## src/rtl/rf_sched_pkg.sv

```systemverilog
// Shared definitions for the register-file write-port scheduler.
//   NREGS   : number of registers cleared by the post-reset sweep
//   AW_DEF  : default register address width
//   DW_DEF  : default register data width
//   state_t : scheduler state (INIT = clear sweep, RUN = arbitration)
//   next_ptr: round-robin pointer advance, (g + 1) mod n
package rf_sched_pkg;

   localparam int NREGS  = 32;
   localparam int AW_DEF = 5;
   localparam int DW_DEF = 32;

   typedef enum logic [0:0] {
      INIT = 1'b0,
      RUN  = 1'b1
   } state_t;

   function automatic int next_ptr(input int g, input int n);
      return (g + 1) % n;
   endfunction

endpackage

```

## src/rtl/regfile_wr_sched_rr_arbiter.sv

```systemverilog
// Combinational round-robin arbiter.
// Ports:
//   req     in  NREQ  request vector
//   ptr     in  PW    highest-priority index for this cycle
//   en      in  1     0 forces an all-zero grant
//   gnt     out NREQ  one-hot grant
//   gnt_idx out PW    index of the granted requester (0 when none)
module rr_arbiter #(
   parameter int NREQ = 3,
   parameter int PW   = 2
) (
   input  logic [NREQ-1:0] req,
   input  logic [PW-1:0]   ptr,
   input  logic            en,
   output logic [NREQ-1:0] gnt,
   output logic [PW-1:0]   gnt_idx
);

   // Walk the requesters starting at ptr, wrapping at NREQ; first hit wins.
   always_comb begin
      logic found;
      int   idx;
      gnt     = '0;
      gnt_idx = '0;
      found   = 1'b0;
      idx     = 0;
      for (int k = 0; k < NREQ; k++) begin
         idx = (int'(ptr) + k) % NREQ;
         if (en && !found && req[idx]) begin
            found        = 1'b1;
            gnt[idx]     = 1'b1;
            gnt_idx      = PW'(idx);
         end
      end
   end

endmodule

```

## src/rtl/regfile_wr_sched.sv

```systemverilog
// Write-port scheduler for a 32-entry register file that commits on the
// falling clock edge. After reset it clears every register, then shares
// the single write port between NREQ requesters in round-robin order.
// Ports:
//   clk        in  1       rising-edge clock
//   rst        in  1       synchronous reset, active low
//   hold       in  1       stall: no grants, sweep paused
//   req_valid  in  NREQ    requester i has a write pending
//   req_addr   in  NREQ*AW requester i destination, slice [i*AW +: AW]
//   req_data   in  NREQ*DW requester i data, slice [i*DW +: DW]
//   req_ready  out NREQ    one-hot combinational grant
//   rf_we      out 1       register-file write enable (registered)
//   rf_waddr   out AW      register-file write address (registered)
//   rf_wdata   out DW      register-file write data (registered)
//   init_done  out 1       clear sweep finished (registered)
//   wr_count   out 16      committed requester writes, wrapping
module regfile_wr_sched
   import rf_sched_pkg::*;
#(
   parameter int NREQ       = 3,
   parameter int AW         = AW_DEF,
   parameter int DW         = DW_DEF,
   parameter int INIT_CLEAR = 1
) (
   input  logic              clk,
   input  logic              rst,
   input  logic              hold,
   input  logic [NREQ-1:0]   req_valid,
   input  logic [NREQ*AW-1:0] req_addr,
   input  logic [NREQ*DW-1:0] req_data,
   output logic [NREQ-1:0]   req_ready,
   output logic              rf_we,
   output logic [AW-1:0]     rf_waddr,
   output logic [DW-1:0]     rf_wdata,
   output logic              init_done,
   output logic [15:0]       wr_count
);

   localparam int PW = (NREQ > 1) ? $clog2(NREQ) : 1;

   state_t          state;
   logic [AW-1:0]   sweep_addr;
   logic [PW-1:0]   rr_ptr;
   logic [NREQ-1:0] gnt;
   logic [PW-1:0]   gnt_idx;
   logic            arb_en;
   logic            grant_any;

   logic [AW-1:0]   addr_arr [NREQ];
   logic [DW-1:0]   data_arr [NREQ];

   generate
      for (genvar gi = 0; gi < NREQ; gi++) begin : g_unpack
         assign addr_arr[gi] = req_addr[gi*AW +: AW];
         assign data_arr[gi] = req_data[gi*DW +: DW];
      end
   endgenerate

   // Reset is folded in so req_ready is low combinationally while rst=0.
   assign arb_en = rst && (state == RUN) && !hold;

   rr_arbiter #(
      .NREQ (NREQ),
      .PW   (PW)
   ) u_arb (
      .req     (req_valid),
      .ptr     (rr_ptr),
      .en      (arb_en),
      .gnt     (gnt),
      .gnt_idx (gnt_idx)
   );

   assign req_ready = gnt;
   // The arbiter only grants valid requesters, so any grant is a transfer.
   assign grant_any = |gnt;

   always_ff @(posedge clk) begin
      if (!rst) begin
         rf_we      <= 1'b0;
         rf_waddr   <= '0;
         rf_wdata   <= '0;
         wr_count   <= '0;
         rr_ptr     <= '0;
         sweep_addr <= '0;
         if (INIT_CLEAR != 0) begin
            state     <= INIT;
            init_done <= 1'b0;
         end else begin
            state     <= RUN;
            init_done <= 1'b1;
         end
      end else begin
         case (state)
            INIT: begin
               if (hold) begin
                  rf_we <= 1'b0;
               end else begin
                  rf_we      <= 1'b1;
                  rf_waddr   <= sweep_addr;
                  rf_wdata   <= '0;
                  sweep_addr <= sweep_addr + AW'(1);
                  // init_done rises together with the last sweep write.
                  if (sweep_addr == AW'(NREGS - 1)) begin
                     state     <= RUN;
                     init_done <= 1'b1;
                  end
               end
            end
            RUN: begin
               if (grant_any) begin
                  rf_waddr <= addr_arr[gnt_idx];
                  rf_wdata <= data_arr[gnt_idx];
                  // Register 0 is hard-wired: consume the request, skip the write.
                  rf_we    <= (addr_arr[gnt_idx] != '0);
                  rr_ptr   <= PW'(next_ptr(int'(gnt_idx), NREQ));
                  wr_count <= wr_count + 16'd1;
               end else begin
                  rf_we <= 1'b0;
               end
            end
            default: begin
               rf_we <= 1'b0;
               state <= RUN;
            end
         endcase
      end
   end

endmodule

```

## config.mk

```make
export PLATFORM = sky130hd
export DESIGN_NAME = regfile_wr_sched
export DESIGN_NICKNAME = d
export VERILOG_FILES = /design/src/rtl/rf_sched_pkg.sv /design/src/rtl/regfile_wr_sched_rr_arbiter.sv /design/src/rtl/regfile_wr_sched.sv
export SDC_FILE = /design/constraint.sdc
export NUM_CORES = 1
export LEC_CHECK = 0
export CORE_MARGIN = 2
export CORE_UTILIZATION = 27
export CTS_BUF_LIST = sky130_fd_sc_hd__clkbuf_8
export CTS_CLUSTER_DIAMETER = 50
export DETAILED_ROUTE_END_ITERATION = 8
export PLACE_DENSITY = 0.55
export SYNTH_ARGS = -nofsm -noshare
export SYNTH_HDL_FRONTEND = slang
export SYNTH_HIERARCHICAL = 1
export SYNTH_SLANG_ARGS = --single-unit
```

## constraint.sdc

```tcl
create_clock -name clk -period 3.24 [get_ports clk]
set_clock_uncertainty 0.05 [all_clocks]
set_input_delay 0.486 -clock clk [delete_from_list [all_inputs] [get_ports clk]]
set_output_delay 0.486 -clock clk [all_outputs]
set_load 0.02 [all_outputs]
```

==> reports/results.ini, run 1 <==
[place]
post-dp-hpwl_um=8670
place_congestion=0.865
dp_slack_ns=-0.151
dp.cells=788
place_area_um2=5630
numPortBuffers=174

[route]
first_iter_violations=194
wl_per_cell_um=14.2
ant_nets=0
first_pass_iters=4
routed_wirelength_um=11400
vias=3780
via_per_inst=4.70
post-route-drc-count=0

[clock_tree]
cts_buffers=9
postCtsHoldBufs=0
clk_pin_slew_ns=0.07
cts.sinks=63
cts_max_level=3
cts_tree=built
clk_latency_ns=0.34
clk_path_buf_depth=2
cts-root-buf=clkbuf_8

[sta]
period_share_pct=90.2
finalSetupTns_ns=0
min_period_ns=2.92
setup_viol=0
finalMaxSlewViolations=0
worstMarginPinSlew_ns=0.692
fmax_ghz=0.342
relSlewSlack_pct=53.8
hold_violations=0
rsz0062_at_grt=false
layout_setup_ws_ns=0.318
holdWs_ns=0.415

[synthesis]
synth_top_area_share_pct=34.7
seq_area_frac_synth_pct=34.7
syn_nets=578
syn_avg_cell_area_um2=8.03
synth-seq-cells=63
synth_area_um2=3640
yosysTopAreaCell=dfxtp_1
synth_cells=453
yosys_warnings=6
ys_types=51
ys.flop_type=dfxtp_1
synth_edf_count=0
synth.top_cells.by_area=dfxtp_1, mux2i_1, a21oi_1
ys_async_sr_fraction_pct=0

[critical_path]
critPathBufInv=3
rrSetupSlack_ns=0.32
endpoint=wr_count[5]
cpMaxStageDelayCell=ha_1
path_cells=inv_1, ha_1, and2_1, a221oi_1, nand4bb_1, o311ai_2, buf_4, o31ai_4, buf_6, nor3_1, xnor2_1, nor2_1
reg2reg_from=rr_ptr[0]
r2r_end=wr_count[5]
startpoint=rr_ptr[0]
end_kind=flop
critical_path.max_fanout=24
critPathLaunchType=flop
cpLargestDelayFamily=compound AO/OA/AOI/OAI gates
crit_required_ns=3.41
critPathArrivalTime_ns=3.09
path_depth=12
rr_worst_depth=12
crit_type=flop to flop
crit_path_max_incr_delay_ns=0.39

[grt]
globalRouteMet1Util_pct=18.3
grt_pass1_vias=3795
track_usage_pct=15.8
antenna_found_initial=0
use_met2_pct=27.6
grt_pass1_wl_um=18200
grt_max_degree=39
use_met3_pct=5.42
grt-busiest-layer=met2
overflow=0

[cells_and_area]
layout-drive-gt1-share_pct=7.47
layout.cells.non_filler=805
multi_input_area_um2=2250
syn2layout_area_growth_pct=62.0
register_area_um2=1260
n_antenna_cell=0
utilization_pct=44.7
layout_commonest_cell=clkdlybuf4s50_1
final_cell_mix=clkdlybuf4s50_1, dfxtp_1, nor2_1
final_net_count=749
num-fill-cells=1309
final_area_um2=5890

[die]
core_area_um2=13200
die_h_um=120
die_area_um2=14400
ios=175
dieWidth_um=120
rows=42
start_util_pct=27.6

[power]
p_per_area_nw_per_um2=305
power_leakage_nw=2.06
ir_drop_mv=0.196
p_total_mw=1.79

[worst_hold_path]
worstHoldStart=rf_wdata[11]
min_path_type=flop to flop
hold_depth=2

[flow_run]
maxCapViolations=0

[run_status]
outcome=finished, final reports clean

==> kinds of logic after synthesis <==
| family | after synthesis | share of synthesized area, % |
|---|---|---|
| adder cells (fa/ha/maj) | 8 | 2.75 |
| multiplexers | 47 | 13.0 |
| XOR/XNOR | 12 | 2.89 |
| AO/OA/AOI/OAI | 106 | 16.4 |
| flip-flops | 63 | 34.7 |
| buffers and inverters | 38 | 4.99 |
| AND/OR/NAND/NOR | 179 | 25.3 |
==> flip-flops by register name (all words and copies together) (netlist names) <==
signal and cells:
wr_count 16, init_done 1, state 1, sweep_addr 5, rf_wdata 32, rf_waddr 5
rr_ptr 2, rf_we 1
==> how the worst min path moves through the flow <==
| stage | end | slack, ns |
|---|---|---|
| 6_report | rf_wdata[11] | 0.42 |
| 5_1_grt | rf_waddr[2] | 0.44 |
| 4_1_cts | rf_wdata[2] | 0.42 |
| 3_5_place_dp | rf_wdata[2] | 0.41 |
| 3_3_place_gp | rf_wdata[7] | 0.40 |
| 2_1_floorplan | sweep_addr[4] | 0.40 |
==> Yosys cell counts (2+ instances only) <==
cell type / instances
or3_1: 3
xor2_1: 7
nand4_1: 5
o2bb2ai_1: 5
buf_2: 10
and3_1: 4
nor3_1: 2
buf_4: 7
nor2b_1: 2
xnor2_1: 5
nand2b_1: 5
o21ai_0: 38
inv_1: 6
o21ai_1: 7
ha_1: 8
a21boi_1: 2
nand3_1: 36
nand2_1: 28
buf_1: 3
a21oi_1: 43
dfxtp_1: 63
clkbuf_1: 11
nor2_1: 49
and2_1: 32
mux2i_1: 46
==> area by class of cell <==
cell class | count | share of cell area, %
Multi-Input combinational cell | 352 | 38.1
Timing Repair Buffer | 191 | 32.3
Sequential cell | 63 | 21.4
Tap cell | 176 | 3.74
Clock buffer | 10 | 2.34
Clock inverter | 6 | 1.57
Inverter | 7 | 0.446
==> report_power, final <==
group          total [mW]  internal [mW]  switching, mW
logic               0.221          0.151         0.0700
registers           0.782          0.778        0.00419
clock network       0.791          0.458          0.333
==> routing by layer <==
layer / vias to the layer above / part of all wire, %
li1: 1927 / -
met1: 1720 / 43
met2: 125 / 48
met3: 8 / 7.9
met4: 0 / 1.0
met5: - / 0
==> worst min-delay path, stage by stage, from the launching register on <==
cell and delay [ns]:
dfxtp_1 0.31, nand3_1 0.06, a21oi_1 0.05
==> repair_timing <==
action	CTS	global route
resized for setup	1	6
endpoints found under the setup margin	1	43
pin swaps	0	1
setup buffers	0	1
(Power assumes the default switching activity.)
==> run 2, diff against run 1 <==
- HOLD_SLACK_MARGIN: not set -> 0.06
- MAX_ROUTING_LAYER: not set -> met4
==> run 2 against run 1 <==
Compared with the run above:
- cell count unchanged
- power barely moved
- combinational power hardly changed
- sequential power about the same
- critical path depth is the same
- via count up 0.40%
- global-route usage grew 0.48 points
- routed wire length about the same
- first-iteration DRC count up 11%
- clock power is essentially flat
- largest cell class unchanged
==> reports/results.ini, run 2 (same netlist as run 1, synthesis figures left out) <==
[clock_tree]
postCtsHoldBufs=0  ; unchanged
cts_tree=built
cts-root-buf=clkbuf_8
cts_max_level=3  ; unchanged
clk_pin_slew_ns=0.07  ; about the same
cts.sinks=63  ; unchanged
clk_latency_ns=0.34  ; about the same
clk_path_buf_depth=2  ; unchanged
cts_buffers=9  ; unchanged

[sta]
min_period_ns=2.92  ; -0.000947 ns
finalSetupTns_ns=0  ; unchanged
rsz0062_at_grt=false
period_share_pct=90.2  ; about the same
worstMarginPinSlew_ns=0.686  ; -0.00545 ns
finalMaxSlewViolations=0  ; unchanged
fmax_ghz=0.342  ; about the same
setup_viol=0  ; unchanged
hold_violations=0  ; unchanged
relSlewSlack_pct=54.2  ; +0.36 points
holdWs_ns=0.415  ; -0.00000100 ns

[critical_path]
crit_path_max_incr_delay_ns=0.39  ; about the same
crit_type=flop to flop
path_depth=12  ; unchanged
crit_required_ns=3.41  ; about the same
startpoint=rr_ptr[0]
cpMaxStageDelayCell=ha_1
endpoint=wr_count[5]
end_kind=flop
critPathLaunchType=flop
critical_path.max_fanout=24  ; unchanged
r2r_end=wr_count[5]
critPathBufInv=3  ; unchanged
rr_worst_depth=12  ; unchanged
path_cells=inv_1, ha_1, and2_1, a221oi_1, nand4bb_1, o311ai_2, buf_4, o31ai_4, buf_6, nor3_1, xnor2_1, nor2_1
reg2reg_from=rr_ptr[0]
critPathArrivalTime_ns=3.09  ; about the same
cpLargestDelayFamily=compound AO/OA/AOI/OAI gates
rrSetupSlack_ns=0.32  ; about the same

[die]
dieWidth_um=120  ; unchanged
core_area_um2=13200  ; unchanged
start_util_pct=27.6  ; unchanged
die_area_um2=14400  ; unchanged
die_h_um=120  ; unchanged
ios=175  ; unchanged
rows=42  ; unchanged

[cells_and_area]
final_cell_mix=clkdlybuf4s50_1, dfxtp_1, nor2_1
largest_reg_flops=32  ; unchanged
layout.cells.non_filler=805  ; unchanged
layout-drive-gt1-share_pct=7.47  ; unchanged
layout_commonest_cell=clkdlybuf4s50_1
num-fill-cells=1309  ; unchanged
final_net_count=749  ; unchanged
largest_register=rf_wdata
n_antenna_cell=0  ; unchanged
top_regs=rf_wdata (32), wr_count (16)
syn2layout_area_growth_pct=62.0  ; unchanged
final_area_um2=5890  ; unchanged

[place]
post-dp-hpwl_um=8670  ; unchanged
place_congestion=0.879  ; +1.6%
dp.cells=788  ; unchanged
numPortBuffers=174  ; unchanged
place_area_um2=5630  ; unchanged

[grt]
track_usage_pct=16.3  ; +0.48 points
overflow=0  ; unchanged
grt_max_degree=39  ; unchanged
grt_pass1_vias=3804  ; +0.24%
grt_pass1_wl_um=18200  ; about the same
antenna_found_initial=0  ; unchanged

[route]
via_per_inst=4.71  ; +0.40%
first_iter_violations=215  ; +11%
vias=3795  ; +0.40%
wl_per_cell_um=14.2  ; about the same
post-route-drc-count=0  ; unchanged
routed_wirelength_um=11400  ; about the same
ant_nets=0  ; unchanged
first_pass_iters=5  ; +1

[power]
clock_power_share_pct=44.1  ; about the same
p_int_mw=1.39  ; about the same
p_sw_share_pct=22.6  ; -0.066 points
p_comb_share_pct=12.3  ; about the same
p_switching_mw=0.406  ; -0.37%
ir_drop_mv=0.196  ; about the same
seq_power_share_pct=43.6  ; about the same
p_per_area_nw_per_um2=304  ; about the same
power_leakage_nw=2.06  ; unchanged

[worst_hold_path]
hold_depth=2  ; unchanged
min_path_type=flop to flop

[flow_run]
maxCapViolations=0  ; unchanged

[run_status]
outcome=finished, final reports clean

-- run 2: layout make-up --
type | instances | area (um2) | area share [%]
multi-input cells | 352 | 2250 | 38.1
clock inverters | 6 | 92.6 | 1.57
inverters | 7 | 26.3 | 0.446
repair buffers | 191 | 1910 | 32.3
clock buffers | 10 | 138 | 2.34
flip-flops and latches | 63 | 1260 | 21.4
well taps | 176 | 220 | 3.74
-- run 2: power by group through the flow --
stage / registers, mW / clock network, mW / logic [mW]
6_report: 0.782 / 0.790 / 0.221
5_1_grt: 0.783 / 0.848 / 0.238
4_1_cts: 0.782 / 0.813 / 0.224
3_5_place_dp: 0.800 / 0 / 0.222
3_3_place_gp: 0.800 / 0 / 0.220
2_1_floorplan: 0.802 / 0 / 0.0562
-- run 2: layer usage --
metal,global-route usage (%),vias to the layer above,share of wire (%)
met5,-,-,0
met4,3.46,0,0.91
met3,5.13,9,7.0
met2,27.6,127,48
met1,18.8,1730,44
li1,-,1929,-
-- run 2: worst min-delay path by stage --
stage / start / end / slack, ns
2_1_floorplan: sweep_addr[4] / sweep_addr[4] / 0.40
3_5_place_dp: rf_wdata[2] / rf_wdata[2] / 0.41
6_report: rf_wdata[11] / rf_wdata[11] / 0.42
3_3_place_gp: rf_wdata[7] / rf_wdata[7] / 0.40
4_1_cts: rf_wdata[2] / rf_wdata[2] / 0.42
5_1_grt: rf_waddr[2] / rf_waddr[2] / 0.44
-- run 2: timing repair --
action / 4_1_cts / 5_1_grt
buffers inserted: 0 / 1
setup endpoints to repair: 1 / 43
resized for setup: 1 / 6
pin swaps: 0 / 1
-- run 2: metrics by stage --
| step | util, % | power, mW | setup WS, ns |
|---|---|---|---|
| 2_1_floorplan | - | 0.858 | 0.221 |
| 3_3_place_gp | 42.6 | 1.02 | -0.0816 |
| 3_5_place_dp | 42.6 | 1.02 | -0.151 |
| 4_1_cts | 44.4 | 1.82 | 0.000623 |
| 5_1_grt | 44.7 | 1.87 | 0.0535 |
| 6_report | 44.7 | 1.79 | 0.319 |
-- run 2: tightest hold or removal path: cells and delay by family, from the launching register on --
kind	cells	cell delay [ns]
DFF	1	0.31
and+or+nand+nor	1	0.06
AOI/OAI and AO/OA	1	0.05
==> run 3, diff against run 2 <==
- PLACE_DENSITY: 0.55 -> 0.57
- clock period: 3.24 -> 2.55 ns (I/O delays scaled with it)
==> run 3 against run 2 <==
Compared with the run above:
- the flow now finishes with violations (negative setup slack)
- clock-buffer cell count unchanged
- hold slack improved by 0.0011 ns
- routed wire length increased by 13%
- sequential cell count unchanged
- register-to-register slack got worse by 0.44 ns
- sequential power increased by 27%
- via count increased by 7.0%
- clock power decreased by 0.9%
- die area unchanged
- cell area increased by 12%
==> reports/results.ini, run 3 (same netlist as run 1, synthesis figures left out) <==
[cells_and_area]
final_net_count=803  ; +7.2%
largest_register=rf_wdata
final_area_um2=6620  ; +12%
final_cell_mix=clkdlybuf4s50_1, dfxtp_1, nor2_1
largest_reg_flops=32  ; unchanged
multi_input_area_um2=2450  ; +8.9%
num-fill-cells=1293  ; -1.2%
register_area_um2=1260  ; +0.20%
n_antenna_cell=0  ; unchanged
top_regs=rf_wdata (32), wr_count (16)
syn2layout_area_growth_pct=82.0
layout_commonest_cell=clkdlybuf4s50_1
layout-drive-gt1-share_pct=18.2  ; +11 points
layout.cells.non_filler=859  ; +6.7%

[run_status]
failed_checks=negative setup slack
outcome=finished, violations left

[die]
die_area_um2=14400  ; unchanged
die_h_um=120  ; unchanged
dieWidth_um=120  ; unchanged
rows=42  ; unchanged
start_util_pct=27.6  ; unchanged
core_area_um2=13200  ; unchanged
ios=175  ; unchanged

[sta]
holdWs_ns=0.416  ; +0.00108 ns
min_period_ns=2.69
rsz0062_at_grt=true
layout_setup_ws_ns=-0.144  ; -0.463 ns
period_share_pct=106
hold_violations=0  ; unchanged
finalMaxSlewViolations=0  ; unchanged
worstMarginPinSlew_ns=0.541  ; -0.145 ns
fmax_ghz=0.371
setup_viol=33  ; +33
relSlewSlack_pct=63.9  ; +9.7 points

[clock_tree]
clk_pin_slew_ns=0.07  ; about the same
cts.sinks=63  ; unchanged
clk_latency_ns=0.34  ; about the same
cts_max_level=3  ; unchanged
cts-root-buf=clkbuf_8
cts_buffers=9  ; unchanged
postCtsHoldBufs=0  ; unchanged
cts_tree=built
clk_path_buf_depth=2  ; unchanged

[grt]
grt_max_degree=48  ; +23%
grt_pass1_wl_um=20200  ; +11%
overflow=0  ; unchanged
grt_pass1_vias=4037  ; +6.1%
antenna_found_initial=0  ; unchanged
track_usage_pct=18.0  ; +1.8 points

[place]
post-dp-hpwl_um=8840  ; +2.0%
place_congestion=0.835  ; -5.0%
dp.cells=814  ; +3.3%
numPortBuffers=174  ; unchanged
place_area_um2=5900  ; +4.9%

[worst_hold_path]
hold_depth=2  ; unchanged
worstHoldStart=rf_wdata[13]
hold_end=rf_wdata[13]
min_path_type=flop to flop

[power]
p_per_area_nw_per_um2=313  ; +2.8%
ir_drop_mv=0.188  ; -3.8%
power_leakage_nw=2.36  ; +15%

[critical_path]
crit_path_max_incr_delay_ns=0.34  ; -0.05 ns
crit_required_ns=2.12  ; -1.29 ns
path_cells=buf_6, ha_4, nor3b_2, nand2_1, a211o_1, buf_4, a21boi_4, buf_4, buf_6
critPathBufInv=4  ; +1
rr_worst_depth=12  ; unchanged
startpoint=rr_ptr[1]
critical_path.max_fanout=4  ; -83%
end_kind=primary output
reg2reg_from=rr_ptr[1]
path_depth=9  ; -3
critPathLaunchType=flop
rrSetupSlack_ns=-0.12  ; -0.44 ns
crit_type=flop to primary output
critPathArrivalTime_ns=2.26  ; -0.83 ns
cpMaxStageDelayCell=dfxtp_2
r2r_end=wr_count[6]
cpLargestDelayFamily=buffers and inverters

[route]
post-route-drc-count=0  ; unchanged
ant_nets=0  ; unchanged
first_iter_violations=176  ; -18%
wl_per_cell_um=15.1  ; +6.0%
first_pass_iters=4  ; -1
vias=4061  ; +7.0%
via_per_inst=4.73  ; +0.28%
routed_wirelength_um=12900  ; +13%

[flow_run]
maxCapViolations=0  ; unchanged

-- run 3: cell types whose count changed in the layout (fill, tap and decap cells not counted), sizes merged --
cell / change
nor2b: +2
buf: +53
dlymetal6s2s: -3
clkinv: +2
bufinv: -2
clkbuf: +1
bufbuf: +1
-- run 3: timing repair --
item                       in CTS  in global routing
pin swaps                      25                 12
resized for setup              66                 34
setup endpoints to repair      58                 59
buffers inserted               13                  8
gates cloned                    5                  3
-- run 3: where the power goes --
group	total [mW]	internal, mW	switching [mW]
combinational	0.294	0.198	0.0960
clock	0.783	0.374	0.409
sequential	0.994	0.989	0.00548
total	2.07	1.56	0.511
-- run 3: worst min-delay path, stage by stage (launching register included) --
cell and delay (ns):
dfxtp_1 0.31, nand3_1 0.06, a21oi_1 0.06
-- run 3: layout make-up --
| class | instances | area share, % |
|---|---|---|
| Clock inverter | 6 | 0.567 |
| Tap cell | 176 | 3.33 |
| Timing Repair Buffer | 243 | 37.6 |
| Sequential cell | 63 | 19.1 |
| Multi-Input combinational cell | 354 | 37.0 |
| Inverter | 7 | 0.397 |
| Clock buffer | 10 | 2.08 |
-- run 3: metrics by stage --
step	total power, mW	worst slack [ns]	utilization [%]	setup TNS, ns
floorplan	1.09	0.00763	-	0
global placement	1.30	-0.555	44.7	-25.66
detailed placement	1.30	-0.667	44.7	-29.51
CTS	2.09	-0.105	48.8	-2.22
global route	2.17	-0.271	50.2	-8.98
finish	2.07	-0.144	50.2	-2.39
-- run 3: worst max path at each step --
stage | slack, ns | to
6_report | -0.14 | req_ready[1]
5_1_grt | -0.27 | wr_count[12]
4_1_cts | -0.11 | req_ready[1]
3_5_place_dp | -0.67 | rf_wdata[23]
3_3_place_gp | -0.55 | rf_wdata[25]
2_1_floorplan | 0.008 | rf_waddr[1]
-- run 3: routing by layer --
metal	wire length (um)	part of all wire, %	GRT usage, %
met2	6640	51	32.1
met5	0	0	-
met4	110	0.85	3.97
met3	741	5.7	4.28
met1	5440	42	20.5
